## src/rtl/snake_head_if.sv

```systemverilog
// Snake head controller bus: direction buttons and game events in, head state out.
// The slave modport is the controller; master is whatever drives the buttons.
interface snake_head_if;
    logic       btn_L, btn_R, btn_U, btn_D;
    logic       hit_score;
    logic       self_hit;
    logic       L, R, U, D;
    logic       tracking;
    logic [2:0] head_x, head_y;
    logic [5:0] snake_length;
    logic       gameover;

    modport slave (
        input  btn_L, btn_R, btn_U, btn_D, hit_score, self_hit,
        output L, R, U, D, tracking, head_x, head_y, snake_length, gameover
    );

    modport master (
        output btn_L, btn_R, btn_U, btn_D, hit_score, self_hit,
        input  L, R, U, D, tracking, head_x, head_y, snake_length, gameover
    );
endinterface

```

## src/rtl/snake_head_ctrl.sv

```systemverilog
// Snake head controller for an 8x8 matrix: direction latch, step timer, head position, length.
// Define SNAKE_WRAP_EN to wrap at grid edges; otherwise leaving the grid ends the game.
module snake_head_ctrl #(
    parameter int TICK_DIV = 25000000
) (
    input  logic         Clock,
    input  logic         reset,
    snake_head_if.slave  bus
);

    localparam int CW = (TICK_DIV > 2) ? $clog2(TICK_DIV) : 1;
    localparam logic [CW-1:0] TERM = CW'(TICK_DIV - 1);

    // One-hot direction encoding {U, D, L, R}
    localparam logic [3:0] DIR_U = 4'b1000;
    localparam logic [3:0] DIR_D = 4'b0100;
    localparam logic [3:0] DIR_L = 4'b0010;
    localparam logic [3:0] DIR_R = 4'b0001;

    typedef enum logic [1:0] {IDLE, RUN, OVER} state_t;

    state_t        state, state_nxt;
    logic [3:0]    dir, dir_nxt;
    logic [3:0]    pend, pend_nxt;
    logic [3:0]    req;
    logic [CW-1:0] cnt, cnt_nxt;
    logic [2:0]    hx, hy, hx_nxt, hy_nxt;
    logic [2:0]    mx, my;
    logic [5:0]    len, len_nxt;
    logic          trk, trk_nxt;
    logic          step;

    function automatic logic is_opp(input logic [3:0] a, input logic [3:0] b);
        return (a[3] & b[2]) | (a[2] & b[3]) | (a[1] & b[0]) | (a[0] & b[1]);
    endfunction

    always_comb begin
        req = 4'b0000;
        if      (bus.btn_U) req = DIR_U;
        else if (bus.btn_D) req = DIR_D;
        else if (bus.btn_L) req = DIR_L;
        else if (bus.btn_R) req = DIR_R;
    end

    // A press made on the step cycle itself still steers that step
    always_comb begin
        pend_nxt = pend;
        if (req != 4'b0000 && !is_opp(req, dir))
            pend_nxt = req;
    end

    assign step = (cnt == TERM);

    // 3-bit arithmetic wraps modulo 8 on its own
    always_comb begin
        mx = hx;
        my = hy;
        case (pend_nxt)
            DIR_R:   mx = hx + 3'd1;
            DIR_L:   mx = hx - 3'd1;
            DIR_D:   my = hy + 3'd1;
            DIR_U:   my = hy - 3'd1;
            default: ;
        endcase
    end

`ifndef SNAKE_WRAP_EN
    logic off_edge;
    always_comb begin
        off_edge = 1'b0;
        case (pend_nxt)
            DIR_R:   off_edge = (hx == 3'd7);
            DIR_L:   off_edge = (hx == 3'd0);
            DIR_D:   off_edge = (hy == 3'd7);
            DIR_U:   off_edge = (hy == 3'd0);
            default: ;
        endcase
    end
`endif

    always_comb begin
        state_nxt = state;
        dir_nxt   = dir;
        cnt_nxt   = cnt;
        hx_nxt    = hx;
        hy_nxt    = hy;
        len_nxt   = len;
        trk_nxt   = 1'b0;
        case (state)
            IDLE: begin
                if (req != 4'b0000) begin
                    state_nxt = RUN;
                    dir_nxt   = req;
                    cnt_nxt   = '0;
                end
            end
            RUN: begin
                cnt_nxt = step ? '0 : cnt + 1'b1;
                if (bus.hit_score && len != 6'd63)
                    len_nxt = len + 6'd1;
                if (bus.self_hit) begin
                    state_nxt = OVER;
                end else if (step) begin
                    dir_nxt = pend_nxt;
`ifdef SNAKE_WRAP_EN
                    hx_nxt  = mx;
                    hy_nxt  = my;
                    trk_nxt = 1'b1;
`else
                    if (off_edge) begin
                        state_nxt = OVER;
                    end else begin
                        hx_nxt  = mx;
                        hy_nxt  = my;
                        trk_nxt = 1'b1;
                    end
`endif
                end
            end
            OVER:    ;
            default: state_nxt = IDLE;
        endcase
    end

    always_ff @(posedge Clock) begin
        if (reset) begin
            state <= IDLE;
            dir   <= DIR_R;
            pend  <= DIR_R;
            cnt   <= '0;
            hx    <= 3'd3;
            hy    <= 3'd4;
            len   <= 6'd2;
            trk   <= 1'b0;
        end else begin
            state <= state_nxt;
            dir   <= dir_nxt;
            // IDLE entry seeds pending with the accepted button; OVER freezes it
            if (state == IDLE && req != 4'b0000) pend <= req;
            else if (state == RUN)               pend <= pend_nxt;
            cnt   <= cnt_nxt;
            hx    <= hx_nxt;
            hy    <= hy_nxt;
            len   <= len_nxt;
            trk   <= trk_nxt;
        end
    end

    assign bus.U            = dir[3];
    assign bus.D            = dir[2];
    assign bus.L            = dir[1];
    assign bus.R            = dir[0];
    assign bus.tracking     = trk;
    assign bus.head_x       = hx;
    assign bus.head_y       = hy;
    assign bus.snake_length = len;
    assign bus.gameover     = (state == OVER);

endmodule
```

## src/flat_wrapper.sv

```systemverilog
// flat-port wrapper written by rule: the top's interface ports become plain ports
module snake_head_ctrl_flat 
#(
    parameter int TICK_DIV = 25000000
)
  (Clock, reset, bus_btn_L, bus_btn_R, bus_btn_U, bus_btn_D, bus_hit_score, bus_self_hit, bus_L, bus_R, bus_U, bus_D, bus_tracking, bus_head_x, bus_head_y, bus_snake_length, bus_gameover);
  snake_head_if bus_i ();
  input  logic Clock;
  input  logic reset;
  input wire logic [$bits(bus_i.btn_L)-1:0] bus_btn_L;
  input wire logic [$bits(bus_i.btn_R)-1:0] bus_btn_R;
  input wire logic [$bits(bus_i.btn_U)-1:0] bus_btn_U;
  input wire logic [$bits(bus_i.btn_D)-1:0] bus_btn_D;
  input wire logic [$bits(bus_i.hit_score)-1:0] bus_hit_score;
  input wire logic [$bits(bus_i.self_hit)-1:0] bus_self_hit;
  output wire logic [$bits(bus_i.L)-1:0] bus_L;
  output wire logic [$bits(bus_i.R)-1:0] bus_R;
  output wire logic [$bits(bus_i.U)-1:0] bus_U;
  output wire logic [$bits(bus_i.D)-1:0] bus_D;
  output wire logic [$bits(bus_i.tracking)-1:0] bus_tracking;
  output wire logic [$bits(bus_i.head_x)-1:0] bus_head_x;
  output wire logic [$bits(bus_i.head_y)-1:0] bus_head_y;
  output wire logic [$bits(bus_i.snake_length)-1:0] bus_snake_length;
  output wire logic [$bits(bus_i.gameover)-1:0] bus_gameover;
  assign bus_i.btn_L = bus_btn_L;
  assign bus_i.btn_R = bus_btn_R;
  assign bus_i.btn_U = bus_btn_U;
  assign bus_i.btn_D = bus_btn_D;
  assign bus_i.hit_score = bus_hit_score;
  assign bus_i.self_hit = bus_self_hit;
  assign bus_L = bus_i.L;
  assign bus_R = bus_i.R;
  assign bus_U = bus_i.U;
  assign bus_D = bus_i.D;
  assign bus_tracking = bus_i.tracking;
  assign bus_head_x = bus_i.head_x;
  assign bus_head_y = bus_i.head_y;
  assign bus_snake_length = bus_i.snake_length;
  assign bus_gameover = bus_i.gameover;
  snake_head_ctrl #(.TICK_DIV(TICK_DIV)) u_core (.Clock(Clock), .reset(reset), .bus(bus_i));
endmodule
```

## config.mk

```make
export PLATFORM = sky130hd
export DESIGN_NAME = snake_head_ctrl_flat
export DESIGN_NICKNAME = d
export VERILOG_FILES = /design/src/rtl/snake_head_if.sv /design/src/rtl/snake_head_ctrl.sv /design/src/flat_wrapper.sv
export SDC_FILE = /design/constraint.sdc
export NUM_CORES = 1
export LEC_CHECK = 0
export BUFFER_PORTS_ARGS = -buffer_cell sky130_fd_sc_hd__buf_2
export CAP_MARGIN = 20
export CORE_MARGIN = 2
export CORE_UTILIZATION = 55
export DETAILED_ROUTE_END_ITERATION = 6
export PLACE_DENSITY = 0.78
export SLEW_MARGIN = 20
export SYNTH_ARGS = -nofsm -noshare
export SYNTH_HDL_FRONTEND = slang
export SYNTH_SLANG_ARGS = --single-unit
```

## constraint.sdc

```tcl
create_clock -name Clock -period 3.2 [get_ports Clock]
set_input_delay 0.64 -clock Clock [delete_from_list [all_inputs] [get_ports Clock]]
set_output_delay 0.64 -clock Clock [all_outputs]
set_load 0.01 [all_outputs]
```

==> impl_results.md <==
* #FFs+latches synth at between 40 and 50
* Final Cell Area at approximately 3100 um^2
* GRT Util Overall at 24.1%
* Post-Route WL at 6770 um
* Worst slew pin tran at between 800 and 900 ps
* CTS tree: built
* Fill count at a little under 500
* Vias in the first global route at between 2000 and 3000
* DR DRC count at 0
* Compound-Gate Fraction of Synth Area at between 20% and 30%
* Antenna violations before repair at 0
* Adder-cell share of the synthesized area at between 2 and 2.5%
* Placed Cells incl. Taps at ~450
* Final Core Density at about three fifths
* Logic pwr share at 24.5%
* Async S/R FF share, synth at 0%
* Req. time, crit path at 3390 ps
* Setup Crit Path Kind: in2reg
* Slowest stage delay, CP at approximately 400 ps
* Synth Area in Simple Gates at between 30% and 40%
* ANT cells at 0
* Min-delay worst type: reg2reg
* Int Pwr at 0.886 mW
* Final hold vios at 0
* Most used flip-flop cell after synthesis: dfxtp_1
* Largest family of logic cells by synthesized area: simple AND/OR/NAND/NOR gates
* Clk buf depth at 2
* Most frequent cells in the layout: nor2_1, dfxtp_1, nand2_1, a21oi_1, buf_2
* Die height at between 70 and 80 um
* Post-CTS sizing at 0
* Post-synthesis sequential area ratio at around a third
* Status: complete, no violations
* Mapped Cells at around 370
* Footprint of the multi-input gates at roughly 1800 um^2
* Post-Synthesis Cell Area at between 2000 and 3000 um^2
* R2r setup slk at 500 ps
* Port bufs at 25
* Register area at 961 um^2
* Seq pwr share at about half
* Hold Crit Start: u_core.cnt[22]
* Clock power share at around a quarter
* Crit path max-delay cell type: fa_1
* Setup crit end kind: register
* Core area at about 5100 um^2
* Commonest non-fill, non-tap cell in the layout: nor2_1
* Reg2reg path depth at 10
* PD cells at 421 nW/um^2
* Worst path cell trace: buf_2 > nand3b_2 > a21oi_1 > o21ai_2 > a211oi_2 > inv_1 > fa_1 > xor2_1 > nor4_2 > mux2_1
* Final setup vio count at 0
* DIE WIDTH at between 70 and 80 um
* Xor/xnor cell area share of the yosys netlist at ~1.8%
* EDFF count, synth at 0
* Max FO, Critical Path at 9
* Mean Syn Cell Area at about 7.8 um^2
* Initial core utilization at between 50% and 60%
* Worst clock skew at about 8 ps
* Reg clk slew, reported paths at 90 ps
* FP Rows at 26
* Routed wire per std cell at 14.7 um
* Via count at ~2900
* Area after DPL at slightly above 3000 um^2
* Post CTS Setup Buffer Count at 0
* Final period util at between 80% and 90%
* RSZ-0062 raised after global routing: false
* Post-synthesis mux area share at between 1 and 1.5%
* RR Endpoint: u_core.bus.head_x[2]
* Critical path launch point type: input pin
* H-tree Lvls at 2
* Fmax at between 300 and 400 MHz
* Total global routing overflow at 0
* WHS Endpoint: u_core.cnt[22]
* Yosys warns at 0
* Switching share of total power at 33.0%
* Worst hold margin at 487 ps
* Remaining antenna violation count at 0
* Clk sinks at 48
* Cell Count, Final, Fillers Out at 460
* Number of max-cap violations at 0
* Number of DRC markers in iteration 0 at ~170
* Total net switching power at approximately 0.44 mW
* Placer Congestion at around 0.87
* Worst rel slew slack at between 40% and 50%
* Lkg Pwr at 1.14 nW
* Fin crit period at between 2000 and 3000 ps
* Final HPWL DP at roughly 4800 um
* Hold Path Depth at 1
* Area added between synthesis and finish at 9.13%
* Syn_nets at between 300 and 400
* Pins Over Slew Limit at 0
* Clock latency at the later pin of the worst-skew pair at approximately 300 ps
* First-pass GRT wire length at 11900 um
* DIE AREA at a little under 6000 um^2
* CTS hold repair buffers at 0
* CTS Buf Count at 5
* Final #Nets at about 400
* CP arrival at between 3000 and 4000 ps
* DR pass1 iterations at 5
* Vias per inst at 6.20
* Peak supply drop at 0.353 mV
* Reg2reg start: u_core.dir[1]
* Share of layout cells above drive strength 1 at 13.8%
* Unique masters post-synth at 62
* IO Pins at 26
* Root Driver: clkbuf_8
* Setup TNS at 0 ps
* Largest net degree at the start of global routing at 45
[worst max path at each step]
stage          slack [ps]                    to  startpoint  depth (start not counted)
2_1_floorplan         250  u_core.bus.head_x[2]   bus_btn_U                          9
5_1_grt               220  u_core.bus.head_x[2]   bus_btn_D                         10
4_1_cts               380  u_core.bus.head_y[2]   bus_btn_D                         10
3_3_place_gp          110  u_core.bus.head_y[2]   bus_btn_D                         10
3_5_place_dp           60  u_core.bus.head_y[2]   bus_btn_D                         10
6_report              380  u_core.bus.head_x[2]   bus_btn_D                         10
[Yosys cell counts (all sizes together), types with 4 or more instances]
cell,instances,share of area (%)
a211o,4,1.2
a211oi,5,1.5
a21oi,28,5.1
a311oi,12,3.7
a31oi,7,1.5
and3,9,2.0
buf,5,1.1
clkbuf,13,1.7
dfxtp,48,33
inv,9,1.2
nand2,33,4.3
nand3,17,3.4
nand4,7,1.5
nor2,53,7.0
nor2b,10,2.2
nor3,12,2.1
nor3b,4,1.0
nor4,8,2.0
nor4b,4,1.7
o21ai,21,3.8
or3,7,1.9
or4,4,1.0
xor2,4,1.2
[sequential cells by signal (all words and copies together) (netlist names)]
name	count
u_core.bus.snake_length	6
u_core.bus.head_y	3
u_core.bus.head_x	3
u_core.pend	4
u_core.state	2
u_core.bus.tracking	1
u_core.cnt	25
u_core.dir	4
[routing by layer]
| metal | GRT usage [%] | part of all wire (%) | wire length (um) | vias to the layer above |
|---|---|---|---|---|
| met1 | 33.7 | 47 | 3190 | 1357 |
| li1 | - | - | - | 1400 |
| met5 | 0 | 0 | 0 | - |
| met2 | 38.8 | 47 | 3170 | 84 |
| met3 | 4.27 | 5.1 | 344 | 10 |
| met4 | 5.82 | 0.87 | 59 | 0 |
[metrics by stage]
| stage | setup slack [ps] | power, mW |
|---|---|---|
| final | 382 | 1.32 |
| after global routing | 218 | 1.40 |
| after CTS | 384 | 1.32 |
| after detailed placement | 56.5 | 0.987 |
| after global placement | 110 | 0.978 |
| after floorplan | 252 | 0.892 |
[logic make-up (layout without fill, tap and decap cells)]
logic type               Yosys count  count (layout)
buffers and inverters             27              48
flip-flops                        48              48
AO/OA/AOI/OAI                     99              99
XOR/XNOR                           6               6
multiplexers                       3               3
adder cells (fa/ha/maj)            4               4
AND/OR/NAND/NOR                  182             182
[final cells by class]
| cell class | count | share of cell area, % |
|---|---|---|
| Clock inverter | 1 | 0.159 |
| Tap cell | 70 | 2.79 |
| Inverter | 9 | 1.08 |
| Multi-Input combinational cell | 294 | 57.4 |
| Sequential cell | 48 | 30.6 |
| Clock buffer | 6 | 2.31 |
| Timing Repair Buffer | 32 | 5.66 |
[power groups by stage]
| stage | registers, mW | clock network, mW | logic [mW] |
|---|---|---|---|
| 6_report | 0.654 | 0.345 | 0.324 |
| 5_1_grt | 0.658 | 0.375 | 0.363 |
| 4_1_cts | 0.653 | 0.350 | 0.322 |
| 3_5_place_dp | 0.666 | 0 | 0.321 |
| 3_3_place_gp | 0.666 | 0 | 0.312 |
| 2_1_floorplan | 0.660 | 0 | 0.232 |
[critical path, delay by kind of cell]
| kind | cells | cell delay [ps] |
|---|---|---|
| AOI/OAI and AO/OA | 3 | 780 |
| and+or+nand+nor | 2 | 440 |
| adders and majority gates | 1 | 390 |
| muxes | 1 | 340 |
| buffers and inverters | 2 | 250 |
| xor gates and xnor gates | 1 | 180 |
Note: power is estimated with default switching activity, not from simulation.
